### src/rtl/rf_access_sequencer_if.sv
// Bundle of the request, selector, BRAM and response signals of rf_access_sequencer.
// slave is the sequencer's view; master is the surrounding system (selector, BRAMs, requester).
interface rf_access_sequencer_if #(
   parameter int NUM_BRAMS = 4,
   parameter int DATA_W    = 32,
   parameter int ADDR_W    = 6
);
   localparam int RD_LANES = NUM_BRAMS * 2;

   logic                                req_valid;
   logic                                req_ready;
   logic [11:0]                         req_r_mask;
   logic [11:0][ADDR_W-1:0]             req_r_addr;
   logic [5:0]                          req_w_mask;
   logic [5:0][ADDR_W-1:0]              req_w_addr;
   logic [5:0][DATA_W-1:0]              req_w_data;

   logic [11:0]                         r_read_mask;
   logic [11:0]                         r_done_mask;
   logic [5:0]                          w_read_mask;
   logic [5:0]                          w_done_mask;
   logic [RD_LANES-1:0][3:0]            r_selected_id;
   logic [1:0][2:0]                     w_selected_id;

   logic [RD_LANES-1:0]                 bram_rd_en;
   logic [RD_LANES-1:0][ADDR_W-1:0]     bram_rd_addr;
   logic [RD_LANES-1:0][DATA_W-1:0]     bram_rd_data;
   logic [1:0]                          bram_wr_en;
   logic [1:0][ADDR_W-1:0]              bram_wr_addr;
   logic [1:0][DATA_W-1:0]              bram_wr_data;

   logic                                rsp_valid;
   logic                                rsp_ready;
   logic [11:0][DATA_W-1:0]             rsp_r_data;

   modport slave (
      input  req_valid, req_r_mask, req_r_addr, req_w_mask, req_w_addr, req_w_data,
      input  r_selected_id, w_selected_id, bram_rd_data, rsp_ready,
      output req_ready, r_read_mask, r_done_mask, w_read_mask, w_done_mask,
      output bram_rd_en, bram_rd_addr, bram_wr_en, bram_wr_addr, bram_wr_data,
      output rsp_valid, rsp_r_data
   );

   modport master (
      output req_valid, req_r_mask, req_r_addr, req_w_mask, req_w_addr, req_w_data,
      output r_selected_id, w_selected_id, bram_rd_data, rsp_ready,
      input  req_ready, r_read_mask, r_done_mask, w_read_mask, w_done_mask,
      input  bram_rd_en, bram_rd_addr, bram_wr_en, bram_wr_addr, bram_wr_data,
      input  rsp_valid, rsp_r_data
   );
endinterface

### src/rtl/rf_access_sequencer.sv
// Batch register-file access controller: issues selector-chosen reads then writes, returns read batch.
// Optional macro RF_SEQ_X0_EN makes register 0 a hardwired zero (never read or written in BRAM).
module rf_access_sequencer #(
   parameter int NUM_BRAMS = 4,
   parameter int DATA_W    = 32,
   parameter int ADDR_W    = 6
) (
   input  logic                  clk,
   input  logic                  reset,
   rf_access_sequencer_if.slave  bus
);
   localparam int RD_LANES = NUM_BRAMS * 2;

   localparam logic [1:0] IDLE  = 2'd0;
   localparam logic [1:0] READ  = 2'd1;
   localparam logic [1:0] WRITE = 2'd2;
   localparam logic [1:0] RESP  = 2'd3;

   logic [1:0]                      state;
   logic [11:0]                     r_mask_q;
   logic [11:0]                     r_done_q;
   logic [11:0][ADDR_W-1:0]         r_addr_q;
   logic [5:0]                      w_mask_q;
   logic [5:0]                      w_done_q;
   logic [5:0][ADDR_W-1:0]          w_addr_q;
   logic [5:0][DATA_W-1:0]          w_data_q;
   logic [11:0][DATA_W-1:0]         rsp_data_q;
   logic [RD_LANES-1:0]             pipe_vld_q;
   logic [RD_LANES-1:0][3:0]        pipe_id_q;

   logic [11:0]                     r_pend;
   logic [11:0]                     r_issue;
   logic [11:0]                     r_preset;
   logic [5:0]                      w_pend;
   logic [5:0]                      w_issue;
   logic [5:0]                      w_preset;
   logic [3:0]                      r_cnt;
   logic [2:0]                      w_cnt;
   logic [RD_LANES-1:0]             rd_use;
   logic [1:0]                      wr_use;
   logic [1:0][ADDR_W-1:0]          wr_addr;
   logic [1:0][DATA_W-1:0]          wr_data;

   // Pending sets, lane usage and the ID sets issued this cycle.
   always_comb begin
      r_pend = r_mask_q & ~r_done_q;
      w_pend = w_mask_q & ~w_done_q;
      r_cnt = '0;
      for (int i = 0; i < 12; i++) r_cnt = r_cnt + 4'(r_pend[i]);
      w_cnt = '0;
      for (int i = 0; i < 6; i++) w_cnt = w_cnt + 3'(w_pend[i]);
      r_issue = '0;
      for (int k = 0; k < RD_LANES; k++) begin
         rd_use[k] = (state == READ) && (k < int'(r_cnt)) && (bus.r_selected_id[k] < 4'd12);
         if (rd_use[k]) r_issue[bus.r_selected_id[k]] = 1'b1;
      end
      w_issue = '0;
      for (int j = 0; j < 2; j++) begin
         wr_use[j]  = (state == WRITE) && (j < int'(w_cnt)) && (bus.w_selected_id[j] < 3'd6);
         wr_addr[j] = '0;
         wr_data[j] = '0;
         if (wr_use[j]) begin
            w_issue[bus.w_selected_id[j]] = 1'b1;
            wr_addr[j] = w_addr_q[bus.w_selected_id[j]];
            wr_data[j] = w_data_q[bus.w_selected_id[j]];
         end
      end
   end

   // Requests that are complete at accept time without touching a BRAM.
   always_comb begin
      r_preset = '0;
      w_preset = '0;
`ifdef RF_SEQ_X0_EN
      for (int i = 0; i < 12; i++) r_preset[i] = bus.req_r_mask[i] && (bus.req_r_addr[i] == '0);
      for (int i = 0; i < 6; i++)  w_preset[i] = bus.req_w_mask[i] && (bus.req_w_addr[i] == '0);
`endif
   end

   // BRAM port drive; when both write lanes hit one register the higher ID (lane 1) wins.
   always_comb begin
      for (int k = 0; k < RD_LANES; k++) begin
         bus.bram_rd_en[k]   = rd_use[k];
         bus.bram_rd_addr[k] = rd_use[k] ? r_addr_q[bus.r_selected_id[k]] : '0;
      end
      bus.bram_wr_en[1]   = wr_use[1];
      bus.bram_wr_en[0]   = wr_use[0] && !(wr_use[1] && (wr_addr[0] == wr_addr[1]));
      bus.bram_wr_addr    = wr_addr;
      bus.bram_wr_data    = wr_data;
   end

   assign bus.req_ready   = (state == IDLE);
   assign bus.rsp_valid   = (state == RESP);
   assign bus.rsp_r_data  = rsp_data_q;
   assign bus.r_read_mask = r_mask_q;
   assign bus.r_done_mask = r_done_q;
   assign bus.w_read_mask = w_mask_q;
   assign bus.w_done_mask = w_done_q;

   // Batch FSM plus the one-cycle read pipeline that lands BRAM data in its response slot.
   always_ff @(posedge clk or negedge reset) begin
      if (!reset) begin
         state      <= IDLE;
         r_mask_q   <= '0;
         r_done_q   <= '0;
         r_addr_q   <= '0;
         w_mask_q   <= '0;
         w_done_q   <= '0;
         w_addr_q   <= '0;
         w_data_q   <= '0;
         rsp_data_q <= '0;
         pipe_vld_q <= '0;
         pipe_id_q  <= '0;
      end else begin
         pipe_vld_q <= rd_use;
         pipe_id_q  <= bus.r_selected_id;
         case (state)
            IDLE: begin
               if (bus.req_valid) begin
                  r_mask_q   <= bus.req_r_mask;
                  r_addr_q   <= bus.req_r_addr;
                  w_mask_q   <= bus.req_w_mask;
                  w_addr_q   <= bus.req_w_addr;
                  w_data_q   <= bus.req_w_data;
                  r_done_q   <= r_preset;
                  w_done_q   <= w_preset;
                  rsp_data_q <= '0;
                  state      <= ((bus.req_r_mask & ~r_preset) != '0) ? READ : WRITE;
               end
            end
            READ: begin
               r_done_q <= r_done_q | r_issue;
               if ((r_pend & ~r_issue) == '0) state <= WRITE;
            end
            WRITE: begin
               w_done_q <= w_done_q | w_issue;
               if ((w_pend & ~w_issue) == '0) state <= RESP;
            end
            default: begin
               if (bus.rsp_ready) begin
                  state    <= IDLE;
                  r_mask_q <= '0;
                  r_done_q <= '0;
                  w_mask_q <= '0;
                  w_done_q <= '0;
               end
            end
         endcase
         for (int k = 0; k < RD_LANES; k++)
            if (pipe_vld_q[k]) rsp_data_q[pipe_id_q[k]] <= bus.bram_rd_data[k];
      end
   end
endmodule

### src/flat_wrapper.sv
// flat-port wrapper written by rule: the top's interface ports become plain ports
module rf_access_sequencer_flat 
#(
   parameter int NUM_BRAMS = 4,
   parameter int DATA_W    = 32,
   parameter int ADDR_W    = 6
)
  (clk, reset, bus_req_valid, bus_req_r_mask, bus_req_r_addr, bus_req_w_mask, bus_req_w_addr, bus_req_w_data, bus_r_selected_id, bus_w_selected_id, bus_bram_rd_data, bus_rsp_ready, bus_req_ready, bus_r_read_mask, bus_r_done_mask, bus_w_read_mask, bus_w_done_mask, bus_bram_rd_en, bus_bram_rd_addr, bus_bram_wr_en, bus_bram_wr_addr, bus_bram_wr_data, bus_rsp_valid, bus_rsp_r_data);
  rf_access_sequencer_if #(.NUM_BRAMS(NUM_BRAMS), .DATA_W(DATA_W), .ADDR_W(ADDR_W)) bus_i ();
  input  logic clk;
  input  logic reset;
  input wire logic [$bits(bus_i.req_valid)-1:0] bus_req_valid;
  input wire logic [$bits(bus_i.req_r_mask)-1:0] bus_req_r_mask;
  input wire logic [$bits(bus_i.req_r_addr)-1:0] bus_req_r_addr;
  input wire logic [$bits(bus_i.req_w_mask)-1:0] bus_req_w_mask;
  input wire logic [$bits(bus_i.req_w_addr)-1:0] bus_req_w_addr;
  input wire logic [$bits(bus_i.req_w_data)-1:0] bus_req_w_data;
  input wire logic [$bits(bus_i.r_selected_id)-1:0] bus_r_selected_id;
  input wire logic [$bits(bus_i.w_selected_id)-1:0] bus_w_selected_id;
  input wire logic [$bits(bus_i.bram_rd_data)-1:0] bus_bram_rd_data;
  input wire logic [$bits(bus_i.rsp_ready)-1:0] bus_rsp_ready;
  output wire logic [$bits(bus_i.req_ready)-1:0] bus_req_ready;
  output wire logic [$bits(bus_i.r_read_mask)-1:0] bus_r_read_mask;
  output wire logic [$bits(bus_i.r_done_mask)-1:0] bus_r_done_mask;
  output wire logic [$bits(bus_i.w_read_mask)-1:0] bus_w_read_mask;
  output wire logic [$bits(bus_i.w_done_mask)-1:0] bus_w_done_mask;
  output wire logic [$bits(bus_i.bram_rd_en)-1:0] bus_bram_rd_en;
  output wire logic [$bits(bus_i.bram_rd_addr)-1:0] bus_bram_rd_addr;
  output wire logic [$bits(bus_i.bram_wr_en)-1:0] bus_bram_wr_en;
  output wire logic [$bits(bus_i.bram_wr_addr)-1:0] bus_bram_wr_addr;
  output wire logic [$bits(bus_i.bram_wr_data)-1:0] bus_bram_wr_data;
  output wire logic [$bits(bus_i.rsp_valid)-1:0] bus_rsp_valid;
  output wire logic [$bits(bus_i.rsp_r_data)-1:0] bus_rsp_r_data;
  assign bus_i.req_valid = bus_req_valid;
  assign bus_i.req_r_mask = bus_req_r_mask;
  assign bus_i.req_r_addr = bus_req_r_addr;
  assign bus_i.req_w_mask = bus_req_w_mask;
  assign bus_i.req_w_addr = bus_req_w_addr;
  assign bus_i.req_w_data = bus_req_w_data;
  assign bus_i.r_selected_id = bus_r_selected_id;
  assign bus_i.w_selected_id = bus_w_selected_id;
  assign bus_i.bram_rd_data = bus_bram_rd_data;
  assign bus_i.rsp_ready = bus_rsp_ready;
  assign bus_req_ready = bus_i.req_ready;
  assign bus_r_read_mask = bus_i.r_read_mask;
  assign bus_r_done_mask = bus_i.r_done_mask;
  assign bus_w_read_mask = bus_i.w_read_mask;
  assign bus_w_done_mask = bus_i.w_done_mask;
  assign bus_bram_rd_en = bus_i.bram_rd_en;
  assign bus_bram_rd_addr = bus_i.bram_rd_addr;
  assign bus_bram_wr_en = bus_i.bram_wr_en;
  assign bus_bram_wr_addr = bus_i.bram_wr_addr;
  assign bus_bram_wr_data = bus_i.bram_wr_data;
  assign bus_rsp_valid = bus_i.rsp_valid;
  assign bus_rsp_r_data = bus_i.rsp_r_data;
  rf_access_sequencer #(.NUM_BRAMS(NUM_BRAMS), .DATA_W(DATA_W), .ADDR_W(ADDR_W)) u_core (.clk(clk), .reset(reset), .bus(bus_i));
endmodule
### config.mk
export PLATFORM = sky130hd
export DESIGN_NAME = rf_access_sequencer_flat
export DESIGN_NICKNAME = d
export VERILOG_FILES = /design/src/rtl/rf_access_sequencer_if.sv /design/src/rtl/rf_access_sequencer.sv /design/src/flat_wrapper.sv
export SDC_FILE = /design/constraint.sdc
export NUM_CORES = 2
export LEC_CHECK = 0
export CAP_MARGIN = 25
export CORE_ASPECT_RATIO = 0.5
export CORE_MARGIN = 2
export CORE_UTILIZATION = 34
export DETAILED_ROUTE_END_ITERATION = 10
export PLACE_DENSITY = 0.54
export SLEW_MARGIN = 0
export SYNTH_ARGS = -nofsm -noshare
export SYNTH_HDL_FRONTEND = slang
export SYNTH_SLANG_ARGS = --single-unit
### constraint.sdc
create_clock -name clk -period 6.1 [get_ports clk]
set_input_delay 1.22 -clock clk [delete_from_list [all_inputs] [get_ports clk]]
set_output_delay 1.22 -clock clk [all_outputs]
set_load 0.01 [all_outputs]
== Word level (Yosys, flattened, before mapping) ==
Index checks and enable logic that the tools add are counted.
Word-level totals
  register bits: 762
  input bits: 616
Cells by class
  eq/ne operators: 7
  bitwise logic cells: 21
  $lt $le $gt $ge: 56
  add/subtract/negate cells: 16
  multiplexer cells: 116
  reductions and logical operators: 55
Operators with widths (count)
  $mux 384: 10
  $bwmux 384: 8
  $demux 32 s4: 8
  $mux 32: 12
  $bmux 32 s3: 2
  $bmux 6 s4: 8
  $mux 6: 25
  $mux 12: 11
  $or 12x12->12: 8
  $lt 4x5->1 const B: 16
  $ge 4x1->1 const B: 16
  $add 4x1->4: 10
  $logic_and 1x1->1: 40
  $bmux 6 s3: 2
  $pmux 12 s3: 1
  $demux 1 s4: 8
  $lt 4x4->1 const B: 8
  $and 12x12->12: 2
  $not 12->12: 2
  $pmux 12 s2: 1
  $pmux 6 s3: 1
  $lt 3x4->1 const A: 4
  $add 3x1->3: 4
  $and 6x6->6: 2
  other kinds (31): 62

== Logic depth before layout (Yosys ltp) ==
  depth in word-level cells: 36
  mapped depth: 21
  depth with buffers taken out: 20

== Worst setup path after synthesis ==
No wires, ideal clock.
  kind: reg-to-output
  start: reg u_core.r_mask_q[1] (netlist: u_core.bus.r_read_mask[1])
  end: out bus_bram_rd_addr[10]
  required time: 4.880 ns
  stages on the path, launching flop included: 16
  path slack: 0.541 ns
  buffers on the path: 0
  data arrival time: 4.339 ns
  path through: dfrtp_1 -> nor2b_1 -> ha_1 -> inv_1 -> fa_1 -> fa_1 -> inv_1 -> fa_1 -> inv_1 -> fa_1 -> inv_1 -> fa_1 -> or4_2 -> nand2_1 -> nor2_1 -> and2_1
Between the ends
  word-level cells in the longest chain between the ends: 16
RTL lines
  from (decl): line rf_access_sequencer.sv:20  | logic [11:0] r_mask_q;
  from (signal assigned): line rf_access_sequencer.sv:120  | r_mask_q <= bus.req_r_mask;
  $and 12x12->12: line rf_access_sequencer.sv:46  | r_pend = r_mask_q & ~r_done_q;
  $add 1x1->2: line rf_access_sequencer.sv:49  | for (int i = 0; i < 12; i++) r_cnt = r_cnt + 4'(r_pend[i]);
  $add 4x1->4 (10 in series): line rf_access_sequencer.sv:49
  $lt 1x4->1: line rf_access_sequencer.sv:54  | rd_use[k] = (state == READ) && (k < int'(r_cnt)) && (bus.r_selected_id[k] < 4'd12);
  $logic_and 1x1->1 (2 in series): line rf_access_sequencer.sv:54
  $mux 6: line rf_access_sequencer.sv:84  | bus.bram_rd_addr[k] = rd_use[k] ? r_addr_q[bus.r_selected_id[k]] : '0;
  to (decl): line flat_wrapper.sv:28  | output wire logic [$bits(bus_i.bram_rd_addr)-1:0] bus_bram_rd_addr;
No other way between the ends.

== Worst setup path in the final report ==
  start: reg u_core.r_mask_q[0] (netlist: u_core.bus.r_read_mask[0])
  end: out bus_bram_rd_addr[7]
The elaborated chain is that of the path after synthesis.

==> results.txt <==
Global route overflow - 0
Worst Setup SP - u_core.bus.r_read_mask[0]$_DFFE_PN0P_
Seq cells post-synth - 762
Worst vdd ir - 0.745 mV
Distinct cells, synth - 80
Vias in the first global route - 69700
Final Setup Violations - 33
Clock Sinks - 762
R2R Setup Slk - 0.18 ns
CP cell instances - nor2b_4 -> ha_4 -> inv_2 -> fa_1 -> fa_1 -> inv_1 -> fa_1 -> inv_2 -> fa_2 -> inv_2 -> fa_2 -> or4_4 -> nand2_4 -> nor2_4 -> and2_1 -> buf_2
H-tree levels - 3
Hold-critical path depth - 2
Post-synth ARST share - 100%
Slew Viols, Final - 0
Failing checks - negative setup slack
Clock Tree Root - clkbuf_16
Register area share after synthesis - 30.6%
Vias/cell - 6.91
Avg Cell Area, Syn - 7.81 µm²
Most common flop cell mapped by yosys - dfrtp_1
Non-filler cells, final - 11200
Hold-fix buffer count after cts - 0
Setup TNS - -2.45 ns
Max Clock Skew - 0.0285 ns
DR DRC count - 0
Gate Count Post-Synth - 7975
YS warnings - 0
Port-buffer cells - 1171
DIE AREA - 187000 µm²
Place WS - -0.0608 ns
Largest net degree at the start of global routing - 131
Number of flops mapped to enable cells by yosys - 0
Share of layout cells above drive strength 1 - 15.1%
Hold Crit Start - u_core.bus.w_done_mask[2]$_DFFE_PN0P_
Power, Total - 0.0381 W
Total number of vias - 77000
FF-to-FF End - u_core.state[1]$_DFFE_PN0P_
Register-to-Register Path Depth - 26
GRT Total Usage - 45.2%
Maximum clock rate - 0.160 GHz
Clk Latency, worst-skew pair - 0.73 ns
Boundary Pins - 1172
Tcrit/Tclk final - 102%
Slowest cell on the critical path - or4_4
Syn nets - 8611
Critical Path RT - 4.88 ns
RSZ-0062 raised after global routing - true
Final ANT Viol Nets - 0
Crit Path Category - reg2out
Worst-path clk slew - 0.08 ns
Final min period - 6.24 ns
Mapped Area - 62300 µm²
Placed Cells - 10800
Initial Util - 34.1%
Nature of the critical path endpoint - primary output
Nets@finish - 9172
CTS max path bufs - 3
CTS tree - done
TritonCTS Buffers - 86
First DRT Iteration DRCs - 14100
Reg2reg start - u_core.bus.r_read_mask[0]$_DFFE_PN0P_
First-pass GRT wire length - 595 mm
Startpoint Class - flip-flop
Die Height - 307 µm
Hold EP - u_core.bus.w_done_mask[2]$_DFFE_PN0P_
Fillers - 18100
Util after Layout - 44.2%
Area growth syn-to-layout - 29.5%
Detailed placement HPWL - 292 mm
Avg WL per Cell - 39.6 µm
Core box area - 183000 µm²
Fin. Hold Viols - 0
Static Leak - 30.7 nW
Max transition margin - 14.0%
Gpl congestion - 1.04
CP delay by family, top - adder cells
Worst hold path type - reg2reg
DRT Pass-1 Iters - 8
CP Buf/Inv Count - 5
Crit path arrival time - 5.02 ns
Worst-Margin Slew - 1.29 ns
MaxCap Viol Count - 0
Pwr dens - 472 nW/µm²
Initial antenna violation count - 148
Max incr delay on CP - 0.55 ns
Die W - 609 µm
Drt total wl - 441 mm
Status - finished with violations
CP Max Fanout - 6
Rows - 111
Final worst slack - -0.141 ns
logic make-up (layout without fill, tap and decap cells):
family / count (synthesis) / count (layout) / share of synthesized area, %
buffers and inverters: 1081 / 1710 / 6.78
AOI/OAI and AO/OA: 3106 / 3106 / 32.1
DFF: 762 / 762 / 30.6
and+or+nand+nor: 2425 / 2425 / 16.3
adders and majority gates: 20 / 20 / 0.522
xor gates and xnor gates: 7 / 7 / 0.110
muxes: 574 / 574 / 13.6
other: 0 / 117 / 0
per-stage QoR:
| step | hold slack, ns | instance area, µm² |
|---|---|---|
| 3_3_place_gp | 0.490 | 76000 |
| 6_report | 0.517 | 80700 |
| 5_1_grt | 0.541 | 80600 |
| 4_1_cts | 0.520 | 79600 |
| 3_5_place_dp | 0.503 | 76300 |
| 2_1_floorplan | 0.487 | 62300 |
how the worst max path moves through the flow:
stage | endpoint | slack, ns | depth (start not counted)
finish | bus_bram_rd_addr[7] | -0.14 | 16
global route | bus_bram_rd_addr[7] | -0.29 | 16
CTS | bus_bram_rd_addr[10] | -0.15 | 16
detailed placement | bus_bram_rd_addr[10] | -0.06 | 16
global placement | bus_bram_rd_addr[10] | -0.12 | 16
floorplan | bus_bram_rd_addr[10] | 0.54 | 15
sequential cells by signal, indices dropped and copies added (netlist names), 6 cells and up:
signal	cells
u_core.bus.rsp_r_data	384
u_core.w_data_q	192
u_core.r_addr_q	72
u_core.w_addr_q	36
u_core.pipe_id_q	32
u_core.bus.r_done_mask	12
u_core.bus.r_read_mask	12
u_core.pipe_vld_q	8
u_core.bus.w_done_mask	6
u_core.bus.w_read_mask	6
worst register-to-register path, cell delays in order (launching register included):
cell and delay (ns):
dfrtp_1 0.39, nor2b_4 0.14, ha_4 0.26, inv_2 0.03
fa_1 0.45, fa_1 0.50, inv_1 0.05, fa_1 0.46
inv_2 0.08, fa_2 0.21, inv_2 0.04, fa_2 0.58
buf_6 0.12, nand2b_4 0.15, nand2_4 0.07, buf_4 0.14
buf_4 0.12, buf_4 0.12, buf_4 0.18, a21oi_4 0.15
buf_4 0.14, a22oi_1 0.09, nand4_1 0.21, o2111ai_2 0.14
o41a_1 0.53, or2_1 0.26, o31ai_1 0.23
synthesized netlist by cell type (25+ instances only):
cell type / count / area share [%]
nor2_1: 1287 / 7.8
clkbuf_1: 963 / 5.8
a21oi_1: 905 / 7.3
dfrtp_1: 762 / 31
nand2_1: 704 / 4.2
o22ai_1: 460 / 4.6
o21ai_0: 428 / 3.4
a211oi_1: 422 / 5.1
o211ai_1: 386 / 4.7
a221oi_1: 385 / 5.4
mux2_2: 341 / 6.2
mux4_2: 182 / 6.6
and3_1: 167 / 1.7
mux2i_1: 51 / 0.82
buf_2: 50 / 0.40
nand3_1: 45 / 0.36
a22oi_1: 43 / 0.52
nor2b_1: 40 / 0.40
nor3_1: 37 / 0.30
nand2b_1: 34 / 0.34
inv_1: 31 / 0.19
nand4_1: 25 / 0.25
power by group:
group	switching, W	internal [W]
sequential	0.00298	0.00739
clock	0.00267	0.00327
combinational	0.0109	0.0108
per-layer routing:
layer	part of all wire, %	track usage (%)	vias to the layer above	routed length (µm)
li1	-	-	31000	-
met1	36	54.7	37100	158000
met2	40	62.8	6967	177000
met3	14	18.8	1836	63000
met4	9.8	36.2	34	43200
met5	0.069	0.460	-	305
area by class of cell:
class	count	area (µm²)	share of cell area, %
Antenna cell	117	293	0.363
Clock buffer	116	2500	3.09
Clock inverter	40	514	0.637
Inverter	32	121	0.150
Multi-Input combinational cell	6132	40100	49.7
Sequential cell	762	19100	23.6
Tap cell	2429	3040	3.77
Timing Repair Buffer	1522	15000	18.6
repair_timing:
| item | in CTS | in global routing |
|---|---|---|
| gates resized for setup | 285 | 84 |
| setup endpoints to repair | 51 | 59 |
| setup buffers | 26 | 14 |
| pin swaps | 24 | 35 |
cell usage in the layout, fill, tap and decap left out, drive strengths merged, types with 117 or more instances in the layout:
| cell type | instances |
|---|---|
| a211oi | 423 |
| a21oi | 906 |
| a221oi | 385 |
| and3 | 167 |
| buf | 414 |
| clkbuf | 119 |
| clkdlybuf4s50 | 1104 |
| dfrtp | 762 |
| diode | 117 |
| mux2 | 341 |
| mux4 | 182 |
| nand2 | 706 |
| nor2 | 1288 |
| o211ai | 386 |
| o21ai | 430 |
| o22ai | 461 |
No activity file was read; power rests on OpenSTA's default activity.
